File: src/rtl/memory_arbiter_if.sv
// Bundles the requester and RAM signals of the instruction/data memory arbiter.
// Latency: none; this file only declares wires.
// Backpressure: the arbiter stalls requesters through iwait/dwait and waits on ram_ready.
interface memory_arbiter_if;
  // instruction requester
  logic        iREN;
  logic [31:0] iaddr;
  logic        iwait;
  logic [31:0] iload;
  // data requester
  logic        dREN;
  logic        dWEN;
  logic [31:0] daddr;
  logic [31:0] dstore;
  logic        dwait;
  logic [31:0] dload;
  // cpu control
  logic        halt;
  logic        halted;
  // ram side
  logic        ram_ready;
  logic [31:0] ramload;
  logic        ramREN;
  logic        ramWEN;
  logic [31:0] ramaddr;
  logic [31:0] ramstore;

  // arbiter view
  modport slave (
    input  iREN, iaddr, dREN, dWEN, daddr, dstore, halt, ram_ready, ramload,
    output iwait, iload, dwait, dload, halted, ramREN, ramWEN, ramaddr, ramstore
  );

  // cpu + ram view
  modport master (
    output iREN, iaddr, dREN, dWEN, daddr, dstore, halt, ram_ready, ramload,
    input  iwait, iload, dwait, dload, halted, ramREN, ramWEN, ramaddr, ramstore
  );
endinterface

File: src/rtl/memory_arbiter.sv
// Single-port RAM arbiter between instruction fetch and data access; data wins unless the starvation guard fires.
// Latency: 2 cycles minimum (arbitrate in IDLE, complete in the grant cycle where ram_ready=1).
// Backpressure: requesters see iwait/dwait until completion; RAM stalls via ram_ready. Optional guard: MEMORY_ARBITER_STARVE_GUARD_EN.
module memory_arbiter #(
  parameter int unsigned STARVE_LIMIT = 4
) (
  input  logic             CLK,
  input  logic             nRST,
  memory_arbiter_if.slave  bus
);

  typedef enum logic [1:0] {
    IDLE   = 2'd0,
    DGRANT = 2'd1,
    IGRANT = 2'd2,
    HALTED = 2'd3
  } state_t;

  state_t state;

  logic        dreq;
  logic        data_done;
  logic        instr_done;
  logic        forced_instr;

  logic        iwait_c;
  logic        dwait_c;
  logic [31:0] iload_c;
  logic [31:0] dload_c;
  logic        ramren_c;
  logic        ramwen_c;
  logic [31:0] ramaddr_c;
  logic [31:0] ramstore_c;

  // the guard counter is 4 bits wide, so the limit must fit in it
  if (STARVE_LIMIT < 1 || STARVE_LIMIT > 15) begin : g_limit_check
    $error("memory_arbiter: STARVE_LIMIT must be within 1..15");
  end

  assign dreq       = bus.dREN | bus.dWEN;
  // a completion needs the requester still asking; a withdrawn request never completes
  assign data_done  = (state == DGRANT) & dreq & bus.ram_ready;
  assign instr_done = (state == IGRANT) & bus.iREN & bus.ram_ready;

`ifdef MEMORY_ARBITER_STARVE_GUARD_EN
  localparam logic [3:0] LIMIT = 4'(STARVE_LIMIT);

  logic [3:0] starve_cnt;

  // count data completions that happen while a fetch is waiting; saturates at the limit
  always_ff @(posedge CLK or negedge nRST) begin
    if (!nRST) begin
      starve_cnt <= 4'd0;
    end else if (!bus.iREN || instr_done) begin
      starve_cnt <= 4'd0;
    end else if (data_done && (starve_cnt != LIMIT)) begin
      starve_cnt <= starve_cnt + 4'd1;
    end
  end

  // once halting, fetches are no longer served, so the guard must not block data
  assign forced_instr = (starve_cnt == LIMIT) & bus.iREN & ~bus.halt;
`else
  assign forced_instr = 1'b0;
`endif

  // arbitration and grant sequencing
  always_ff @(posedge CLK or negedge nRST) begin
    if (!nRST) begin
      state <= IDLE;
    end else begin
      case (state)
        IDLE: begin
          if (dreq && !forced_instr) begin
            state <= DGRANT;
          end else if (bus.iREN && !bus.halt) begin
            state <= IGRANT;
          end else if (bus.halt) begin
            state <= HALTED;
          end
        end
        DGRANT: begin
          if (!dreq || bus.ram_ready) begin
            state <= IDLE;
          end
        end
        IGRANT: begin
          if (!bus.iREN || bus.ram_ready) begin
            state <= IDLE;
          end
        end
        HALTED: begin
          state <= HALTED;
        end
        default: begin
          state <= IDLE;
        end
      endcase
    end
  end

  // steer the granted requester onto the RAM; everyone else keeps waiting
  always_comb begin
    iwait_c    = bus.iREN;
    dwait_c    = dreq;
    iload_c    = 32'd0;
    dload_c    = 32'd0;
    ramren_c   = 1'b0;
    ramwen_c   = 1'b0;
    ramaddr_c  = 32'd0;
    ramstore_c = 32'd0;
    case (state)
      DGRANT: begin
        if (dreq) begin
          ramaddr_c  = bus.daddr;
          ramstore_c = bus.dstore;
          ramwen_c   = bus.dWEN;
          ramren_c   = bus.dREN & ~bus.dWEN;
          dwait_c    = ~bus.ram_ready;
          dload_c    = bus.ramload;
        end
      end
      IGRANT: begin
        if (bus.iREN) begin
          ramaddr_c = bus.iaddr;
          ramren_c  = 1'b1;
          iwait_c   = ~bus.ram_ready;
          iload_c   = bus.ramload;
        end
      end
      default: begin
      end
    endcase
  end

  assign bus.iwait    = iwait_c;
  assign bus.dwait    = dwait_c;
  assign bus.iload    = iload_c;
  assign bus.dload    = dload_c;
  assign bus.ramREN   = ramren_c;
  assign bus.ramWEN   = ramwen_c;
  assign bus.ramaddr  = ramaddr_c;
  assign bus.ramstore = ramstore_c;
  assign bus.halted   = (state == HALTED);

endmodule

File: src/flat_wrapper.sv
// flat-port wrapper written by rule: the top's interface ports become plain ports
module memory_arbiter_flat 
#(
  parameter int unsigned STARVE_LIMIT = 4
)
  (CLK, nRST, bus_iREN, bus_iaddr, bus_dREN, bus_dWEN, bus_daddr, bus_dstore, bus_halt, bus_ram_ready, bus_ramload, bus_iwait, bus_iload, bus_dwait, bus_dload, bus_halted, bus_ramREN, bus_ramWEN, bus_ramaddr, bus_ramstore);
  memory_arbiter_if bus_i ();
  input  logic CLK;
  input  logic nRST;
  input wire logic [$bits(bus_i.iREN)-1:0] bus_iREN;
  input wire logic [$bits(bus_i.iaddr)-1:0] bus_iaddr;
  input wire logic [$bits(bus_i.dREN)-1:0] bus_dREN;
  input wire logic [$bits(bus_i.dWEN)-1:0] bus_dWEN;
  input wire logic [$bits(bus_i.daddr)-1:0] bus_daddr;
  input wire logic [$bits(bus_i.dstore)-1:0] bus_dstore;
  input wire logic [$bits(bus_i.halt)-1:0] bus_halt;
  input wire logic [$bits(bus_i.ram_ready)-1:0] bus_ram_ready;
  input wire logic [$bits(bus_i.ramload)-1:0] bus_ramload;
  output wire logic [$bits(bus_i.iwait)-1:0] bus_iwait;
  output wire logic [$bits(bus_i.iload)-1:0] bus_iload;
  output wire logic [$bits(bus_i.dwait)-1:0] bus_dwait;
  output wire logic [$bits(bus_i.dload)-1:0] bus_dload;
  output wire logic [$bits(bus_i.halted)-1:0] bus_halted;
  output wire logic [$bits(bus_i.ramREN)-1:0] bus_ramREN;
  output wire logic [$bits(bus_i.ramWEN)-1:0] bus_ramWEN;
  output wire logic [$bits(bus_i.ramaddr)-1:0] bus_ramaddr;
  output wire logic [$bits(bus_i.ramstore)-1:0] bus_ramstore;
  assign bus_i.iREN = bus_iREN;
  assign bus_i.iaddr = bus_iaddr;
  assign bus_i.dREN = bus_dREN;
  assign bus_i.dWEN = bus_dWEN;
  assign bus_i.daddr = bus_daddr;
  assign bus_i.dstore = bus_dstore;
  assign bus_i.halt = bus_halt;
  assign bus_i.ram_ready = bus_ram_ready;
  assign bus_i.ramload = bus_ramload;
  assign bus_iwait = bus_i.iwait;
  assign bus_iload = bus_i.iload;
  assign bus_dwait = bus_i.dwait;
  assign bus_dload = bus_i.dload;
  assign bus_halted = bus_i.halted;
  assign bus_ramREN = bus_i.ramREN;
  assign bus_ramWEN = bus_i.ramWEN;
  assign bus_ramaddr = bus_i.ramaddr;
  assign bus_ramstore = bus_i.ramstore;
  memory_arbiter #(.STARVE_LIMIT(STARVE_LIMIT)) u_core (.CLK(CLK), .nRST(nRST), .bus(bus_i));
endmodule
File: config.mk
export PLATFORM = sky130hd
export DESIGN_NAME = memory_arbiter_flat
export DESIGN_NICKNAME = d
export VERILOG_FILES = /design/src/rtl/memory_arbiter_if.sv /design/src/rtl/memory_arbiter.sv /design/src/flat_wrapper.sv
export SDC_FILE = /design/constraint.sdc
export NUM_CORES = 1
export LEC_CHECK = 0
export ABC_AREA = 1
export BUFFER_PORTS_ARGS = -buffer_cell sky130_fd_sc_hd__buf_2
export CAP_MARGIN = 40
export CORE_AREA = 2 2 105 107
export DETAILED_ROUTE_END_ITERATION = 8
export DIE_AREA = 0 0 107 109
export HOLD_SLACK_MARGIN = 0.05
export RECOVER_POWER = 50
export SLEW_MARGIN = 20
export SYNTH_ARGS = -nofsm -noshare
export SYNTH_HDL_FRONTEND = slang
export SYNTH_SLANG_ARGS = --single-unit
File: constraint.sdc
create_clock -name CLK -period 2.2 [get_ports CLK]
set_input_delay 0.33 -clock CLK [delete_from_list [all_inputs] [get_ports CLK]]
set_output_delay 0.33 -clock CLK [all_outputs]
set_load 0.01 [all_outputs]
-- After elaboration in Yosys (flattened, before gate mapping)
Index checks and enable logic that the tools add are counted.
- shift-type cells: 0
- reduce and logical (&&, ||, !) cells: 8
- magnitude comparators: 0
- equal/unequal tests: 6
- bitwise logic cells: 4
- mux-type cells: 24
- $mul: 0
- div/mod/pow operators: 0
- add/sub/neg operators: 0
- operators by type and width (kind ; count):
    $mux W32 ; 8
    $pmux W32 S2 ; 1
    $mux W2 ; 5
    $mux W1 ; 8
    $pmux W2 S4 ; 1
    $eq A2 B2 Y1 const B ; 2
    $ne A2 B2 Y1 const B ; 2
    $ne A4 B2 Y1 const B ; 1
    $logic_not A1 Y1 ; 3
    $reduce_and A3 Y1 ; 1
    $eq A2 B1 Y1 const B ; 1
    $logic_not A2 Y1 ; 1
    $logic_or A1 B1 Y1 ; 2
    $not A1 Y1 ; 2
    $pmux W1 S2 ; 1
    $and A1 B1 Y1 ; 1
    $logic_and A1 B1 Y1 ; 1
    $or A1 B1 Y1 ; 1
- bits of input ports: 135
- register bits: 2
- latch bits: 0
- memory bits (read-only): 0
- memories kept: 0
- bits in writable memories: 0
- output and inout port bits: 133

-- Logic depth before layout (Yosys ltp)
- word-level depth: 5
- gate-level depth with buffers: 9
- mapped depth without buffers: 9

-- Worst setup path after synthesis
No wires, ideal clock.
- kind: reg2out
- from: reg u_core.state[1]
- to: out bus_ramaddr[0]
- arrival: 1.383 ns
- stages on the path, launching flop included: 8
- required time: 1.870 ns
- path slack: 0.487 ns
- path through: dfrtp_1 > inv_1 > ha_1 > inv_2 > nor2_4 > buf_6 > nand2_1 > a21oi_1
- cells in the longest elaborated chain, start to end: 2
- elaborated cells on any way between the ends: 3
- those cells by class: eq/ne (2); mux (1)
- ends and longest elaborated chain (item ; RTL line ; text):
    start, declared ; memory_arbiter.sv:19 ; state_t state;
    start signal, assigned ; memory_arbiter.sv:70 ; state <= IDLE;
    start signal, assigned ; memory_arbiter.sv:75 ; state <= DGRANT;
    start signal, assigned ; memory_arbiter.sv:77 ; state <= IGRANT;
    $eq A2 B2 Y1 / $eq A2 B1 Y1 (equally long branches) ; - ;
    $pmux W32 S2 * ; memory_arbiter.sv:112 ; case (state)
    end, declared ; flat_wrapper.sv:26 ; output wire logic [$bits(bus_i.ramaddr)-1:0] bus_ramaddr;
Mark *: on every way between the ends. The rest lies on a longest branch, timed or not.

-- Worst setup path after layout
- from: reg u_core.state[0]
- to: out bus_iload[12]
- cells in the longest elaborated chain, start to end: 2
- ends and longest elaborated chain (item ; RTL line ; text):
    $eq A2 B2 Y1 ; - ;
    $mux W32 ; memory_arbiter.sv:112 ;
    end, declared ; flat_wrapper.sv:20 ; output wire logic [$bits(bus_i.iload)-1:0] bus_iload;
Every way passes these cells.

==> results.md <==
- For this run, the top clock speed supported by timing is 490 MHz.
- The area share of the largest cell type after synthesis is 0.287.
- Walking the worst path, the cells encountered are inv_2 -> ha_1 -> nand2_1 -> clkbuf_4 -> nor2_1 -> buf_2.
- The area of the mapped netlist is 1480 um^2.
- After filler insertion, the fill cell instance count of the layout stands at 1,317.
- After detailed routing, the total wire length is 8420 um.
- The number of endpoints with negative hold slack in the final report is 0.
- The root buffer cell is clkbuf_8.
- The headroom to the max-slew limit is 0.747.
- Of all nets on the critical path, the largest fanout is 32.
- The number of buffers added on ports is 267.
- The global-route usage over all layers is 0.123.
- The number of synthesized flops with an enable pin is 0.
- The most frequently used cell type in the post-synthesis netlist is nand2_1.
- The number of global-route vias before repair is 2,388.
- The average wire length per cell after detail routing is 11.4 um.
- The routability congestion estimate is 0.745.
- In the final layout, the registers with the most flip-flops are u_core.state: 2 flops.
- The die width is 107 um.
- The synthesis-stage register bit count is 2.
- On the critical path the largest part of the delay comes from buffers and inverters.
- For met1 alone, demand over resource in global routing was 0.138.
- Averaged over all synthesized cells, the footprint is 4.41 um^2.
- STA classifies the critical path endpoint as an output port.
- The die is 109 um tall.
- The run finished with clean final reports.
- Data arrives at the worst endpoint at 1.71 ns.
- The sum of net half-perimeters after detailed placement is 7020 um.
- The standard-cell row count is 38.
- In this run the static leakage power is 1.85 nW.
- During I/O placement, the number of pins put on the boundary was 268.
- TritonCTS built the clock tree.
- The pin slew with the least headroom to its limit is 0.380 ns.
- Including well taps, the total number of placed cells is 732.
- The worst hold-check path type is in2async.
- For this design, the sink count on the clock tree is 2.
- Of all flip-flops after synthesis, the portion carrying an async set or reset was 1.00.
- No sink is reached through more buffers than the 2 on the longest clock path.
- On the worst path, the slowest cell contributes a delay of 0.44 ns.
- On the final layout, the worst clock skew is 0.000000111 ns.
- The distinct cell type count after synthesis is 15.
- The routed layout has 2,905 vias.
- The number of gates on the worst path with buffers counted is 6.
- The first global-routing pass estimated 11,500 um of wire.
- The non-filler instance count after layout is 738.
- After routing, the total negative slack on setup checks comes to 0 ns.
- For this run, design rule violations remaining after detail routing come to 0.
- In the post-synthesis netlist, the biggest area contributors are nand2_1, nor2_1, a21oi_1.
- The number of nets handed over by synthesis was 477.
- On the critical path, the stage with the largest delay is an instance of dfrtp_1.
- The largest area contributor in the synthesized netlist is nand2_1.
- The first detailed-routing pass took 5 iterations.
- In the final layout, the share of cells above drive strength 1 is 0.378.
- The die covers 11,700 um^2.
- IR analysis of the VDD net gives a maximum drop of 0.000735 V.
- Yosys printed 0 warnings.
- The cell count after synthesis is 335.
- The total buffers and inverters traversed by the critical path is 3.
- The detailed router finished its first iteration with 180 violations.
- By startpoint and endpoint, the worst setup path is classified as reg2out.
- Data on the critical path is required at its endpoint by 1.87 ns.
- The layer with the highest usage is met2.
- After layout, the minimum clock period comes to 2.04 ns.
- In this run the number of H-tree levels came out at 1.
- For the worst flop-to-flop path, the logic depth is 8.
- The net total in the final layout is 742.
- The initial antenna violation count was 1.
- The initial cell density of the core is 0.139.
- The most used flip-flop cell after synthesis is dfrtp_1.
- Max-cap violations in this run came to 0.
- The share of the core filled with cells in the final layout is 0.278.
- Clock tree synthesis inserted a total of 3 buffers.
- The met3 usage is 0.0317.
- The total congestion overflow after global routing is 0.
- The later pin in the worst-skew pair is clocked with a latency of 0.21 ns.
- The clock transition at the registers of the reported paths is 0.03 ns.
- The commonest cells after synthesis are nand2_1, nor2_1, inv_1.
- The type of element launching the critical path is a register.
- The total power is 0.00243 W.
- The max-slew violation count was 0.
- Setup violations remaining at the end of the flow were counted as 0.
- In this run the remaining antenna-violating nets after routing total 0.
- The power density over cell area is 825 nW/um^2.
- Entering global routing, the biggest net connects 34 pins.
- Dividing the detail-routed via count by the number of cells gives 3.94.
- Ranked by flip-flop count, first place goes to u_core.state.
- Setup repair after global routing left no endpoint under its margin.
- The post-route clock period utilization is 0.927.
- The total core area is 10,600 um^2.
- The met2 track utilization from global routing is 0.239.
- The repair_antennas step left the layout with diodes totalling 0.
- From synthesis to final layout, the design area changed by 99.6%.
- The register with the most flip-flops in the layout has 2 of them.
- The area of combinational cells with multiple inputs is 1120 um^2.
- The proportion of synthesized chip area in sequential cells is 0.0339.
- Registers take 50.0 um^2.
[cell usage in the layout (no fill, tap or decap)]
master	netlist	layout
clkbuf_8	0	3
clkbuf_1	9	62
a21oi_1	35	35
nand3_1	5	5
nor2_4	1	1
buf_12	0	1
nor2_1	104	104
buf_6	6	2
buf_2	5	205
buf_4	1	9
ha_1	7	7
dlygate4sd3_1	0	1
o21ai_0	1	1
nor2_2	1	1
inv_2	2	2
dfrtp_1	2	2
nand2_1	113	113
inv_4	0	1
clkbuf_4	0	1
inv_1	43	42
[final cells by class]
| class | count | area share |
|---|---|---|
| Clock buffer | 3 | 0.0140 |
| Sequential cell | 2 | 0.0170 |
| Multi-Input combinational cell | 267 | 0.381 |
| Inverter | 45 | 0.0581 |
| Tap cell | 140 | 0.0594 |
| Timing Repair Buffer | 281 | 0.470 |
[worst paths after layout]
path	start	to	slack (ns)
min in group CLK	bus_halt	u_core.state[0]	0.52
max	u_core.state[0]	bus_iload[12]	0.16
max in group asynchronous	nRST	u_core.state[1]	1.60
max reg2reg	u_core.state[0]	u_core.state[0]	0.58
min	nRST	u_core.state[0]	0.47
min reg2reg	u_core.state[1]	u_core.state[1]	0.59
[metal layers]
layer  wire length (um)  vias up
li1                   -     1512
met1               3280     1216
met2               4150      169
met3                943        6
met4                 34        2
met5                 13        -
[through the flow]
| stage | hold WS, ns | worst slack (ns) | area [um^2] |
|---|---|---|---|
| CTS | 0.481 | 0.0160 | 3000 |
| floorplan | 0.0344 | 0.487 | 1480 |
| global placement | 0.121 | 0.270 | 2950 |
| finish | 0.466 | 0.160 | 2950 |
| global route | 0.497 | 0.00381 | 2950 |
| detailed placement | 0.122 | 0.231 | 2950 |
[logic make-up after synthesis]
| group | Yosys count | share of synthesized area |
|---|---|---|
| AOI/OAI and AO/OA | 36 | 0.122 |
| adders and majority gates | 7 | 0.0593 |
| buffers and inverters | 66 | 0.205 |
| DFF | 2 | 0.0339 |
| and+or+nand+nor | 224 | 0.580 |
[where the power goes]
part	switching [W]	total, W	internal (W)
clock	0.0000258	0.000141	0.000115
combinational	0.00143	0.00221	0.000789
sequential	0.0000209	0.0000760	0.0000551
[repair_timing]
| action | 4_1_cts | 5_1_grt |
|---|---|---|
| endpoints found under the hold margin | 2 | 0 |
| setup endpoints to repair | 0 | 61 |
| resized for setup | 0 | 5 |
| buffers inserted | 0 | 2 |
| hold buffers | 1 | 0 |
No activity file was read; power rests on OpenSTA's default activity.
